===== src/rtl/decodificador_cuadratura.sv =====
// ============================================================================
// decodificador_cuadratura: synchronised, debounced quadrature decoder that
// emits one enable strobe per legal encoder step.   Revision 1.0
// ============================================================================
`default_nettype none

module decodificador_cuadratura #(
  parameter int DEB_CYCLES = 4
) (
  input  logic clk,
  input  logic rst,
  input  logic qa,
  input  logic qb,
  input  logic enable_in,
  input  logic clear_err,
  output logic up_down,
  output logic enable,
  output logic err
);

  localparam logic [7:0] DEB_LIMIT = 8'(DEB_CYCLES);

  // Channel vectors use bit 1 for A and bit 0 for B throughout.
  logic [1:0]       sync1_q;
  logic [1:0]       sync2_q;
  logic [1:0]       filt_q;
  logic [1:0]       filt_d;
  logic [1:0][7:0]  cnt_q;
  logic [1:0][7:0]  cnt_d;
  logic [1:0]       prev_q;
  logic             enable_q;
  logic             enable_d;
  logic             up_down_q;
  logic             up_down_d;
  logic             err_q;
  logic             err_d;

  logic [1:0]       change;
  logic             step_legal;
  logic             step_illegal;
  logic             step_dir;

  always_comb begin
    filt_d = filt_q;
    cnt_d  = '0;
    for (int i = 0; i < 2; i++) begin
      if (sync2_q[i] != filt_q[i]) begin
        // The edge that would make the count reach DEB_CYCLES accepts the level.
        if (cnt_q[i] == DEB_LIMIT - 8'd1) begin
          filt_d[i] = sync2_q[i];
        end else begin
          cnt_d[i] = cnt_q[i] + 8'd1;
        end
      end
    end
  end

  always_comb begin
    change       = filt_q ^ prev_q;
    step_legal   = ^change;
    step_illegal = &change;
    // For a single-bit Gray step, old A xor new B is 1 exactly on forward moves.
    step_dir     = prev_q[1] ^ filt_q[0];

    enable_d  = enable_in & step_legal;
    up_down_d = up_down_q;
    if (enable_in && step_legal) begin
      up_down_d = step_dir;
    end
    err_d = (enable_in & step_illegal) | (err_q & ~clear_err);
  end

  always_ff @(posedge clk or negedge rst) begin
    if (!rst) begin
      sync1_q   <= '0;
      sync2_q   <= '0;
      filt_q    <= '0;
      cnt_q     <= '0;
      prev_q    <= '0;
      enable_q  <= 1'b0;
      up_down_q <= 1'b1;
      err_q     <= 1'b0;
    end else begin
      sync1_q   <= {qa, qb};
      sync2_q   <= sync1_q;
      filt_q    <= filt_d;
      cnt_q     <= cnt_d;
      prev_q    <= filt_q;
      enable_q  <= enable_d;
      up_down_q <= up_down_d;
      err_q     <= err_d;
    end
  end

  assign up_down = up_down_q;
  assign enable  = enable_q;
  assign err     = err_q;

endmodule

`default_nettype wire


===== config.mk =====
export PLATFORM = sky130hd
export DESIGN_NAME = decodificador_cuadratura
export DESIGN_NICKNAME = d
export VERILOG_FILES = /design/src/rtl/decodificador_cuadratura.sv
export SDC_FILE = /design/constraint.sdc
export NUM_CORES = 1
export LEC_CHECK = 0
export ABC_AREA = 1
export CORE_ASPECT_RATIO = 2
export CORE_MARGIN = 8
export CORE_UTILIZATION = 23
export DETAILED_ROUTE_END_ITERATION = 10
export PLACE_DENSITY = 0.37
export SLEW_MARGIN = 0
export SYNTH_ARGS = -nofsm -noshare
export SYNTH_HDL_FRONTEND = slang
export SYNTH_SLANG_ARGS = --single-unit
export TNS_END_PERCENT = 30

===== constraint.sdc =====
create_clock -name clk -period 1.7 [get_ports clk]
set_input_delay 0.34 -clock clk [delete_from_list [all_inputs] [get_ports clk]]
set_output_delay 0.34 -clock clk [all_outputs]
set_load 0.01 [all_outputs]

==> results of run 1 <==
## kinds of logic after synthesis
| kind of cell | count (synthesis) |
|---|---|
| compound gates | 6 |
| xor+xnor | 11 |
| fa+ha+maj | 5 |
| flops | 27 |
| buf+inv | 18 |
| simple gates | 76 |
## stage by stage
stage	power, mW	hold WS (ps)	utilization, %
CTS	1.81	370	27.4
floorplan	1.24	44.4	-
detailed placement	1.44	347	26.5
global route	1.92	372	27.4
finish	1.76	365	27.4
global placement	1.43	335	26.5
## where the power goes
group / switching, mW / internal (mW) / total [mW]
Combinational: 0.270 / 0.217 / 0.486
Sequential: 0.131 / 0.780 / 0.911
Clock: 0.199 / 0.164 / 0.363
## metal layers
metal  GRT usage [%]  routed length (um)  up-vias
met5               0                   0        -
met4            3.48                  51        0
met3            1.30                  52        4
met2            12.3                1410        6
met1            5.73                 894      428
li1                -                   -      458
## worst register-to-register path, stage by stage (launching register included)
cell	delay, ps
dfrtp_1	460
xor2_1	190
ha_1	280
nand2_1	70
o21ai_0	190
## cell usage after synthesis (all sizes together)
cell type	number	area, sq um
a21oi	2	13.8
and2	1	8.76
dfrtp	26	651
dfstp	1	26.3
ha	5	62.6
inv	18	67.6
nand2	38	150
nand3	10	55.1
nor2	26	105
nor3b	1	7.51
o21ai	4	20.0
xnor2	3	26.3
xor2	8	70.1
## final timing paths
path | startpoint | endpoint | slack, ps | depth (start not counted)
min in group asynchronous | rst | prev_q[0] | 440 | 2
setup reg to reg | filt_q[0] | up_down | 440 | 4
hold / removal | sync1_q[0] | sync2_q[0] | 360 | 0
setup / recovery | err | err | 190 | 1
hold reg to reg | sync1_q[0] | sync2_q[0] | 360 | 0
max in group asynchronous | rst | up_down | 960 | 2
## cells in the final DEF, fill, tap and decap left out, drive strengths merged
master	instances
dlygate4sd2	1
nand2	38
xnor2	3
xor2	8
nor2	26
dfstp	1
nand3	10
clkbuf	3
a21oi	2
dfrtp	26
ha	5
inv	18
clkdlybuf4s50	7
and2	1
o21ai	4
buf	1
clkinv	1
nor3b	1
## layout make-up
class / count / share of cell area [%]
flip-flops and latches: 27 / 46.0
repair buffers: 9 / 5.87
multi-input cells: 98 / 35.3
clock inverters: 1 / 0.340
well taps: 60 / 5.10
clock buffers: 3 / 2.81
inverters: 18 / 4.59
## timing repair
item	4_1_cts	5_1_grt
setup endpoints to repair	1	0
resized for setup	1	0
hold buffers	0	0
## sequential cells by signal (all words and copies together) (netlist names)
register,cells
err,1
up_down,1
cnt_q,16
sync1_q,2
prev_q,2
sync2_q,2
filt_q,2
enable,1
==> summary.txt, run 1 <==
Setup path
  – Startpoint Class: flop
  – Kind of critical path: reg -> out
  – Critical path peak fanout: 2
  – Worst path required time: about 1400 ps
  – CP Capture Type: primary output
  – Crit path DAT: 1170 ps
  – Worst path slowest cell: clkdlybuf4s50_1
  – CP delay by family, top: buffers and inverters
  – Slowest stage delay, CP: 540 ps
  – WP buf/inv: 1
  – Critical-path cell list: clkdlybuf4s50_1

Clocking
  – Clock latency on the worst-skew pair: 270 ps
  – Post-CTS Setup Bufs: 0
  – CTS max path bufs: 2
  – CTS root buffer: clkbuf_8
  – Htree depth: 1
  – Clock edge transition at the registers on the reported setup and hold paths: ~90 ps
  – Cts bufs inserted: 3
  – Clk sink count: 27
  – CTS tree: yes

Synth
  – Net count after synthesis: 154
  – Register bit total from synthesis: 27
  – Main combinational cell family by area after synthesis: simple AND/OR/NAND/NOR gates
  – Compound-cell area share of the yosys netlist: roughly 2.7%
  – Synth cell types: 18
  – Multiplexer share of the synthesized area: 0%
  – Ys Warns: 0
  – Mapped cell area: between 1000 and 1500 sq um
  – Xor/xnor share of the synthesized area: 7.62%
  – Simple-Gate Fraction of Synth Area: about a quarter
  – Seq/Total Area, Yosys: a little over half
  – Adder-cell share of the synthesized area: 4.95%
  – Post-Syn Instances: 143
  – Avg Cell Area, Syn: between 8 and 9 sq um

Drt
  – Pre-Repair DR Iteration Count: 2
  – Wire per inst: about 11 um
  – DRC viols: 0
  – Post-route ant nets: 0
  – Initial DRC Count: 10
  – Routed Wire Length: between 2 and 2.5 mm
  – Vias per inst: about 4.1
  – DR vias: 896

Final layout
  – Final instance area: between 1000 and 1500 sq um
  – Synth-to-layout area growth: 16.4%
  – Diode count: 0
  – Register Area: 677 sq um
  – Area of the multi-input gates: 519 sq um
  – Fill cells: slightly below 600
  – Layout cells sized above 1: under 10%
  – Final nets: 168
  – Final std cells w/o fill: about 220

Place
  – Cell Area, Placed: about 1400 sq um
  – PortBufs: 8
  – Final Wtd Congestion: a little over 0.7
  – Inst Count DP: roughly 210
  – Worst slack at placement: between 300 and 400 ps
  – DP HPWL: 1.89 mm

Die
  – Die Wd: 68.4 um
  – Die boundary height: between 100 and 150 um
  – I/O Pins: 9
  – Site Rows: 38
  – Die area: slightly above 8000 sq um
  – Initial Util: a little under a quarter
  – Core ar.: ~5400 sq um

Timing
  – Fin. Hold Viols: 0
  – Crit path time final: between 1500 and 2000 ps
  – Tcrit/Tclk final: 88.5%
  – Fin Setup TNS: 0 ps
  – Endpoints failing setup: 0
  – Slew HR: ~76%
  – Least-Margin Pin Slew: 361 ps
  – Max Freq: roughly 660 MHz
  – Slack of the critical path: 195 ps
  – Setup Skew: around 2.3 ps
  – Slew Viols, Final: 0
  – RSZ-0062 raised after global routing: no

Power and ir drop
  – Leak Pwr: roughly 0.68 nW
  – Peak VDD IR: 0.644 mV
  – Pwr/cell area: approximately 1200 nW/um^2

Outcome
  – Status: complete, no violations

Global route
  – First-pass GRT wire length: approximately 4.0 mm
  – Number of global-route vias before repair: 940
  – Initial antenna violation count: 0
  – Grt ovf: 0
  – Tot GR Track Use: between 6 and 7%
  – Largest net degree at the start of global routing: 28

Job
  – MaxCap Viol Count: 0

Worst hold path
  – Hold crit path type: reg -> reg
(Power assumes the default switching activity.)
==> run 2: changes to the inputs <==
SKIP_CTS_REPAIR_TIMING = 1   (was unset)
==> summary.txt, run 2 (synthesis results as in run 1) <==
Outcome
  – Status: complete, no violations

Job
  – MaxCap Viol Count: 0

Clocking
  – Clk sink count: 27
  – Clock edge transition at the registers on the reported setup and hold paths: 90 ps
  – Htree depth: 1
  – CTS tree: yes
  – CTS root buffer: clkbuf_8
  – Clock latency on the worst-skew pair: approximately 270 ps
  – CTS max path bufs: 2
  – Cts bufs inserted: 3

Final layout
  – Final instance area: approximately 1500 sq um
  – Leading cell types in the layout, fill and taps excluded: nand2_1 (35), dfrtp_1 (26), nor2_1 (23)
  – Diode count: 0
  – Layout cells sized above 1: between 9 and 10%
  – Final std cells w/o fill: between 200 and 250
  – Leading cell type in the layout, fill and taps excluded: nand2_1
  – Synth-to-layout area growth: 16.7%
  – Top reg by flops: cnt_q
  – Max reg flops: 16
  – Fin util: 27.5%
  – Final nets: roughly 170

Place
  – Final Wtd Congestion: 0.722
  – Worst slack at placement: around 320 ps
  – DP HPWL: 1.89 mm
  – PortBufs: 8
  – Inst Count DP: 212
  – Cell Area, Placed: between 1000 and 1500 sq um

Global route
  – Grt ovf: 0
  – Initial antenna violation count: 0
  – First-pass GRT wire length: approximately 4.0 mm
  – Number of global-route vias before repair: 940
  – Largest net degree at the start of global routing: 28
  – Tot GR Track Use: about 6.4%

Die
  – Core ar.: 5370 sq um
  – I/O Pins: 9
  – Initial Util: a little under a quarter
  – Die area: 8270 sq um
  – Die boundary height: 121 um
  – Site Rows: 38
  – Die Wd: slightly below 70 um

Power and ir drop
  – Leak Pwr: around 0.69 nW
  – Pwr/cell area: between 1000 and 1500 nW/um^2
  – Peak VDD IR: ~0.64 mV
  – Power Total: ~1.8 mW

Setup path
  – CP delay by family, top: buffers and inverters
  – WP buf/inv: 1
  – Kind of critical path: reg -> out
  – Critical path peak fanout: 2
  – CP Capture Type: primary output
  – Slowest stage delay, CP: about 540 ps
  – Startpoint Class: flop
  – Crit path DAT: ~1200 ps
  – Worst path slowest cell: clkdlybuf4s50_1
  – Worst path required time: approximately 1400 ps
  – Critical-path cell list: clkdlybuf4s50_1

Timing
  – Crit path time final: around 1500 ps
  – Tcrit/Tclk final: between 80 and 90%
  – Endpoints failing setup: 0
  – Slew HR: 76.0%
  – Hold slack: 365 ps
  – RSZ-0062 raised after global routing: no
  – Fin. Hold Viols: 0
  – Slack of the critical path: between 150 and 200 ps
  – Setup Skew: between 2 and 2.5 ps
  – Max Freq: about 660 MHz
  – Fin Setup TNS: 0 ps
  – Least-Margin Pin Slew: 361 ps
  – Slew Viols, Final: 0

Drt
  – Vias per inst: 4.15
  – DRC viols: 0
  – Pre-Repair DR Iteration Count: 2
  – DR vias: 896
  – Routed Wire Length: between 2 and 2.5 mm
  – Initial DRC Count: 10
  – Wire per inst: 11.2 um
  – Post-route ant nets: 0

Worst hold path
  – Hold crit path type: reg -> reg
-- run 2: worst register-to-register path, delay by kind of cell (launching register included) --
| kind | cells | cell delay [ps] |
|---|---|---|
| fa+ha+maj | 1 | 280 |
| compound gates | 1 | 190 |
| simple gates | 1 | 70 |
| xor+xnor | 1 | 190 |
| flops | 1 | 460 |
-- run 2: power by group --
part / internal [mW] / switching, mW / total, mW
registers: 0.780 / 0.131 / 0.911
logic: 0.221 / 0.270 / 0.491
clock network: 0.164 / 0.199 / 0.363
-- run 2: worst paths after layout --
kind                            start    endpoint  slack (ps)  cells past startpoint
max                               err         err         190                      1
min                        sync1_q[0]  sync2_q[0]         360                      0
max reg2reg                 filt_q[0]     up_down         440                      4
min reg2reg                sync1_q[0]  sync2_q[0]         360                      0
max in group asynchronous         rst     up_down         960                      2
min in group asynchronous         rst   prev_q[0]         440                      2
-- run 2: layout make-up --
type / count / area [sq um]
Clock buffer: 3 / 41.3
Tap cell: 60 / 75.1
Timing Repair Buffer: 9 / 90.1
Sequential cell: 27 / 677
Inverter: 18 / 67.6
Clock inverter: 1 / 5.00
Fill cell: 587 / 3900
Multi-Input combinational cell: 98 / 519
-- run 2: layer usage --
layer	track usage, %	part of all wire [%]	up-vias
met3	1.30	2.2	4
met4	3.48	2.1	0
met1	5.73	37	428
met2	12.3	59	6
li1	-	-	458
met5	0	0	-
